## config.mk

```make
export PLATFORM = sky130hd
export DESIGN_NAME = syn_gpu_mulberry_arbiter
export DESIGN_NICKNAME = d
export VERILOG_FILES = /design/src/rtl/syn_gpu_mulberry_arbiter.sv
export SDC_FILE = /design/constraint.sdc
export NUM_CORES = 1
export LEC_CHECK = 0
export CORE_MARGIN = 2
export CORE_UTILIZATION = 25
export DETAILED_ROUTE_END_ITERATION = 8
export PLACE_DENSITY = 0.63
export SLEW_MARGIN = 20
export SYNTH_ARGS = -nofsm -noshare
export SYNTH_HDL_FRONTEND = slang
export SYNTH_SLANG_ARGS = --single-unit
```

## constraint.sdc

```tcl
create_clock -name clk_ir -period 4.8 [get_ports clk_ir]
set_input_delay 0.96 -clock clk_ir [delete_from_list [all_inputs] [get_ports clk_ir]]
set_output_delay 0.96 -clock clk_ir [all_outputs]
set_load 0.05 [all_outputs]
```

## src/rtl/syn_gpu_mulberry_arbiter.sv

```systemverilog
// syn_gpu_mulberry_arbiter
//
// Round-robin arbiter in front of the shared mulberry multiplier and divider.
// One operation is in flight at a time: a requester is picked in IDLE_S, the
// selected engine is launched in ISSUE_S, the engine result (or a timeout) is
// waited for in WAIT_S, and the result is returned in RESP_S.
//
// Ports
//   clk_ir, rst_sync        clock, synchronous active-high reset
//   req_sid, req_data       per-requester SID (2b) and operands (A=[31:16], B=[15:0])
//   req_rdy, res_valid      one-cycle per-requester accept / result strobes
//   res                     shared result bus, qualified by res_valid
//   mul_start, div_start    one-cycle engine launch pulses
//   eng_a, eng_b            latched operands for the engines
//   mul_/div_res_valid/res  engine completion strobes and results
//   busy, gnt_id            FSM not idle / index of current or last grant
//   err_timeout, op_cnt     sticky timeout flag / completed-operation count
// All outputs come straight from flops.

module syn_gpu_mulberry_arbiter #(
  parameter int unsigned P_NUM_REQ = 2,
  parameter int unsigned P_TIMEOUT = 255
) (
  input  logic                   clk_ir,
  input  logic                   rst_sync,
  input  logic [2*P_NUM_REQ-1:0] req_sid,
  input  logic [32*P_NUM_REQ-1:0] req_data,
  output logic [P_NUM_REQ-1:0]   req_rdy,
  output logic [P_NUM_REQ-1:0]   res_valid,
  output logic [31:0]            res,
  output logic                   mul_start,
  output logic                   div_start,
  output logic [15:0]            eng_a,
  output logic [15:0]            eng_b,
  input  logic                   mul_res_valid,
  input  logic                   div_res_valid,
  input  logic [31:0]            mul_res,
  input  logic [31:0]            div_res,
  output logic                   busy,
  output logic [1:0]             gnt_id,
  output logic                   err_timeout,
  output logic [15:0]            op_cnt
);

  localparam int unsigned CntW = (P_TIMEOUT < 2) ? 1 : $clog2(P_TIMEOUT + 1);

  typedef enum logic [1:0] {IdleS, IssueS, WaitS, RespS} state_e;

  state_e                 state_q, state_d;
  logic [1:0]             rr_q, rr_d;
  logic [1:0]             gnt_q, gnt_d;
  logic                   op_div_q, op_div_d;
  logic [15:0]            eng_a_q, eng_a_d, eng_b_q, eng_b_d;
  logic [31:0]            res_q, res_d;
  logic                   err_q, err_d;
  logic [CntW-1:0]        cnt_q, cnt_d;
  logic [15:0]            op_cnt_q, op_cnt_d;
  logic [P_NUM_REQ-1:0]   req_rdy_q, req_rdy_d, res_valid_q, res_valid_d;
  logic                   mul_start_q, mul_start_d, div_start_q, div_start_d;
  logic                   busy_q, busy_d;
  logic                   found;
  logic                   eng_done;
  logic [1:0]             sid_j;
  int unsigned            j;

  // Only the strobe of the launched engine counts.
  assign eng_done = op_div_q ? div_res_valid : mul_res_valid;

  always_comb begin
    state_d  = state_q;
    rr_d     = rr_q;
    gnt_d    = gnt_q;
    op_div_d = op_div_q;
    eng_a_d  = eng_a_q;
    eng_b_d  = eng_b_q;
    res_d    = res_q;
    err_d    = err_q;
    cnt_d    = cnt_q;
    op_cnt_d = op_cnt_q;
    found    = 1'b0;
    sid_j    = 2'b00;
    j        = 0;

    unique case (state_q)
      IdleS: begin
        // Scan from rr_q upwards, wrapping; first SID of 01/10 wins.
        for (int unsigned i = 0; i < P_NUM_REQ; i++) begin
          j = 32'(rr_q) + i;
          if (j >= P_NUM_REQ) j = j - P_NUM_REQ;
          sid_j = req_sid[2*j +: 2];
          if (!found && (sid_j == 2'b01 || sid_j == 2'b10)) begin
            found    = 1'b1;
            gnt_d    = 2'(j);
            op_div_d = sid_j[1];
            eng_a_d  = req_data[32*j+16 +: 16];
            eng_b_d  = req_data[32*j +: 16];
            state_d  = IssueS;
          end
        end
      end
      IssueS: begin
        cnt_d   = '0;
        state_d = WaitS;
      end
      WaitS: begin
        cnt_d = cnt_q + CntW'(1);
        // A strobe in the expiry cycle takes priority over the abort.
        if (eng_done) begin
          res_d   = op_div_q ? div_res : mul_res;
          state_d = RespS;
        end else if (cnt_q == CntW'(P_TIMEOUT)) begin
          res_d   = '0;
          err_d   = 1'b1;
          state_d = RespS;
        end
      end
      RespS: begin
        op_cnt_d = op_cnt_q + 16'd1;
        rr_d     = (32'(gnt_q) + 1 >= P_NUM_REQ) ? 2'd0 : gnt_q + 2'd1;
        state_d  = IdleS;
      end
      default: state_d = IdleS;
    endcase

    // Outputs are registered from the next state so they line up with it.
    for (int unsigned i = 0; i < P_NUM_REQ; i++) begin
      req_rdy_d[i]   = (state_d == IssueS) && (gnt_d == 2'(i));
      res_valid_d[i] = (state_d == RespS) && (gnt_d == 2'(i));
    end
    mul_start_d = (state_d == IssueS) && !op_div_d;
    div_start_d = (state_d == IssueS) && op_div_d;
    busy_d      = (state_d != IdleS);
  end

  always_ff @(posedge clk_ir) begin
    if (rst_sync) begin
      state_q     <= IdleS;
      rr_q        <= '0;
      gnt_q       <= '0;
      op_div_q    <= 1'b0;
      eng_a_q     <= '0;
      eng_b_q     <= '0;
      res_q       <= '0;
      err_q       <= 1'b0;
      cnt_q       <= '0;
      op_cnt_q    <= '0;
      req_rdy_q   <= '0;
      res_valid_q <= '0;
      mul_start_q <= 1'b0;
      div_start_q <= 1'b0;
      busy_q      <= 1'b0;
    end else begin
      state_q     <= state_d;
      rr_q        <= rr_d;
      gnt_q       <= gnt_d;
      op_div_q    <= op_div_d;
      eng_a_q     <= eng_a_d;
      eng_b_q     <= eng_b_d;
      res_q       <= res_d;
      err_q       <= err_d;
      cnt_q       <= cnt_d;
      op_cnt_q    <= op_cnt_d;
      req_rdy_q   <= req_rdy_d;
      res_valid_q <= res_valid_d;
      mul_start_q <= mul_start_d;
      div_start_q <= div_start_d;
      busy_q      <= busy_d;
    end
  end

  assign req_rdy     = req_rdy_q;
  assign res_valid   = res_valid_q;
  assign res         = res_q;
  assign mul_start   = mul_start_q;
  assign div_start   = div_start_q;
  assign eng_a       = eng_a_q;
  assign eng_b       = eng_b_q;
  assign busy        = busy_q;
  assign gnt_id      = gnt_q;
  assign err_timeout = err_q;
  assign op_cnt      = op_cnt_q;

endmodule

```

==> impl_metrics.json <==
{
  "leakage_uw": 0.002572,
  "setup_viol": 0,
  "io_buffers": 225,
  "use_met3_pct": 6.631,
  "drv_cap": 0,
  "yosysUniqueCellTypes": 46,
  "design_power_total_uw": 2657,
  "worst_pin_slew_ns": 1.028,
  "rows": 51,
  "yosysMostFrequentCell": "dfxtp_1",
  "final_util_pct": 39.52,
  "hold_buffers": 0,
  "layout-drive-gt1-share_pct": 12.88,
  "hold_path_class": "reg -> reg",
  "fp.dieW_um": 143.6,
  "start_kind": "input port",
  "htree_levels": 3,
  "report.final.slew_viol_count": 0,
  "cts_resized": 0,
  "grt_max_degree": 58,
  "synth_area_um2": 4875,
  "numCtsBuffers": 9,
  "cp_max_fo": 24,
  "busiest_layer": "met2",
  "antenna_found_initial": 0,
  "timing_hold_violations_final": 0,
  "cts_sinks": 103,
  "drtAntennaViolNets": 0,
  "min_period_over_period_pct": 59.85,
  "synthTopCellsByCount": "dfxtp_1 (103), nor2_1 (93), o21ai_0 (37)",
  "post_cts_buffers": 0,
  "worstSkewPairLatency_ns": 0.36,
  "nets": 869,
  "grtUsageMet1_pct": 17.91,
  "placed_cells": 979,
  "coreArea_um2": 19270,
  "crit_chain": "clkdlybuf4s50_1 -> xor2_1 -> a22oi_2 -> buf_4 -> nor2_1 -> a211oi_2",
  "die_area_um2": 20630,
  "grt_first_pass_wirelength_um": 23630,
  "hpwl_um": 11060,
  "synth_area_leaders": "dfxtp_1 (42%), a211oi_2 (7.7%), mux2_2 (7.4%)",
  "synth.yosys.seq_area_share_pct": 42.30,
  "run_status": "finished clean",
  "synth_edf_count": 0,
  "vdd_drop_max_mv": 0.1888,
  "vias_per_cell": 4.652,
  "use_met2_pct": 24.14,
  "grt_pass1_vias": 4529,
  "required_ns": 5.08,
  "antenna_cells": 0,
  "grt_overflow": 0,
  "via_count": 4629,
  "pin_count": 226,
  "worst_path_largest_cell_delay_ns": 0.76,
  "drc": 0,
  "final.setup_skew_ns": 0.01244,
  "crit_family": "compound AO/OA/AOI/OAI gates",
  "async_reset_ff_share_pct": 0,
  "place_ws_ns": 1.504,
  "power_density_nw_per_um2": 348.9,
  "yosysWarningCount": 0,
  "syn_avg_cell_area_um2": 9.321,
  "cp_data_arrival_time_ns": 3.15,
  "yosysTopAreaCellShare_pct": 42.30,
  "slowest_stage": "a22oi_2",
  "instances_no_fill": 995,
  "crit_type": "in -> reg",
  "grt_setup_unrepaired": "no",
  "place_congestion": 0.7421,
  "cts_buffer_depth": 2,
  "max_slew_margin_pct": 31.36,
  "fin_crit_ns": 2.873,
  "path_buf_inv": 2,
  "drtIter0Drc": 118,
  "wl_per_cell_um": 15.68,
  "ys_seq_elements": 103,
  "wirelength_um": 15600,
  "die_y_um": 143.6,
  "cts_tree": "yes",
  "grtUsageTotal_pct": 14.77,
  "dr.pass1.iters": 4,
  "clock.fmax_mhz": 348.1,
  "initial_utilization_pct": 25.30,
  "yosysTopAreaCell": "dfxtp_1",
  "cts_root_buf": "clkbuf_16",
  "fin_ws_ns": 1.927,
  "n_fill_cell": 1970,
  "path_clk_slew_ns": 0.08,
  "area_growth_pct": 56.24,
  "synthFlopType": "dfxtp_1",
  "end_kind": "flop",
  "finalSetupTns_ns": 0,
  "synth.net_count": 667,
  "post_synth_inst_count": 523
}
## worst paths after layout
kind         slack (ns)        start           to  cells past startpoint
max                1.93   req_sid[2]    eng_a[15]                      6
min reg2reg        0.48  err_timeout  err_timeout                      2
min                0.48  err_timeout  err_timeout                      2
max reg2reg        2.37   state_q[0]    eng_a[15]                      7
## power breakdown
group	switching [µW]	leakage, µW	total, µW	internal, µW
registers	45.6	0.000841	980	934
clock network	365	0.000136	729	363
logic	578	0.00160	949	371
total	988	0.00257	2660	1670
## worst min-delay path: stages, from the launching register on
cell	delay [ns]
dfxtp_1	0.34
a31oi_1	0.04
nor2_1	0.07
## kinds of logic (layout without fill, tap and decap cells)
| logic type | count (synthesis) | after routing | share of synthesized area, % |
|---|---|---|---|
| compound gates | 158 | 158 | 25.36 |
| xor+xnor | 21 | 21 | 3.773 |
| fa+ha+maj | 8 | 8 | 2.053 |
| buf+inv | 53 | 260 | 4.825 |
| flops | 103 | 103 | 42.30 |
| mux | 36 | 36 | 8.214 |
| simple gates | 144 | 144 | 13.48 |
## metal layers
layer	part of all wire, %	wire length, µm	up-vias
met4	1.0	162	0
li1	-	-	2313
met1	45	7073	2115
met5	0	0	-
met3	10	1615	12
met2	43	6745	189
## layout make-up
class                      instances  area [µm²]  area share [%]
multi-input combinational        367        2585           33.94
timing repair buffer             233        2307           30.29
sequential                       103        2062           27.07
tap                              265       331.6           4.354
clock buffer                       9       225.2           2.957
clock inverter                     7       63.81          0.8379
inverter                          11       41.29          0.5421
## state kept, by name, indices dropped and copies added, names as in the netlist, 2 cells and up
signal	cells
state_q	2
eng_a	16
cnt_q	8
req_rdy	2
eng_b	16
res_valid	2
rr_q	2
res	32
op_cnt	16
gnt_id	2
## placed cells by master (no fill, tap or decap), types with 2 or more instances in the layout
cell | synthesis | layout
a211oi_1 | 35 | 35
a211oi_2 | 30 | 30
a21oi_1 | 9 | 9
a22oi_1 | 33 | 32
a31oi_1 | 2 | 2
and4_1 | 5 | 5
buf_4 | 1 | 8
clkbuf_16 | 0 | 9
clkdlybuf4s50_1 | 0 | 224
clkinv_4 | 0 | 2
clkinvlp_4 | 0 | 2
dfxtp_1 | 103 | 103
ha_1 | 8 | 8
inv_1 | 11 | 11
inv_8 | 0 | 2
mux2_2 | 32 | 32
mux2i_1 | 4 | 4
nand2_1 | 9 | 9
nand3_1 | 5 | 5
nand4_1 | 10 | 10
nor2_1 | 93 | 92
nor3_1 | 4 | 4
nor4_1 | 4 | 4
nor4b_1 | 2 | 2
o21ai_0 | 37 | 37
or3_1 | 5 | 5
xnor2_1 | 9 | 9
xor2_1 | 12 | 12
## per-stage QoR
step	instance area, µm²	hold WS, ns
after global placement	7327	0.4566
after CTS	7616	0.4860
after global routing	7616	0.5132
after floorplan	4875	0.4541
final	7616	0.4808
after detailed placement	7327	0.4668
No activity file was read; power rests on OpenSTA's default activity.
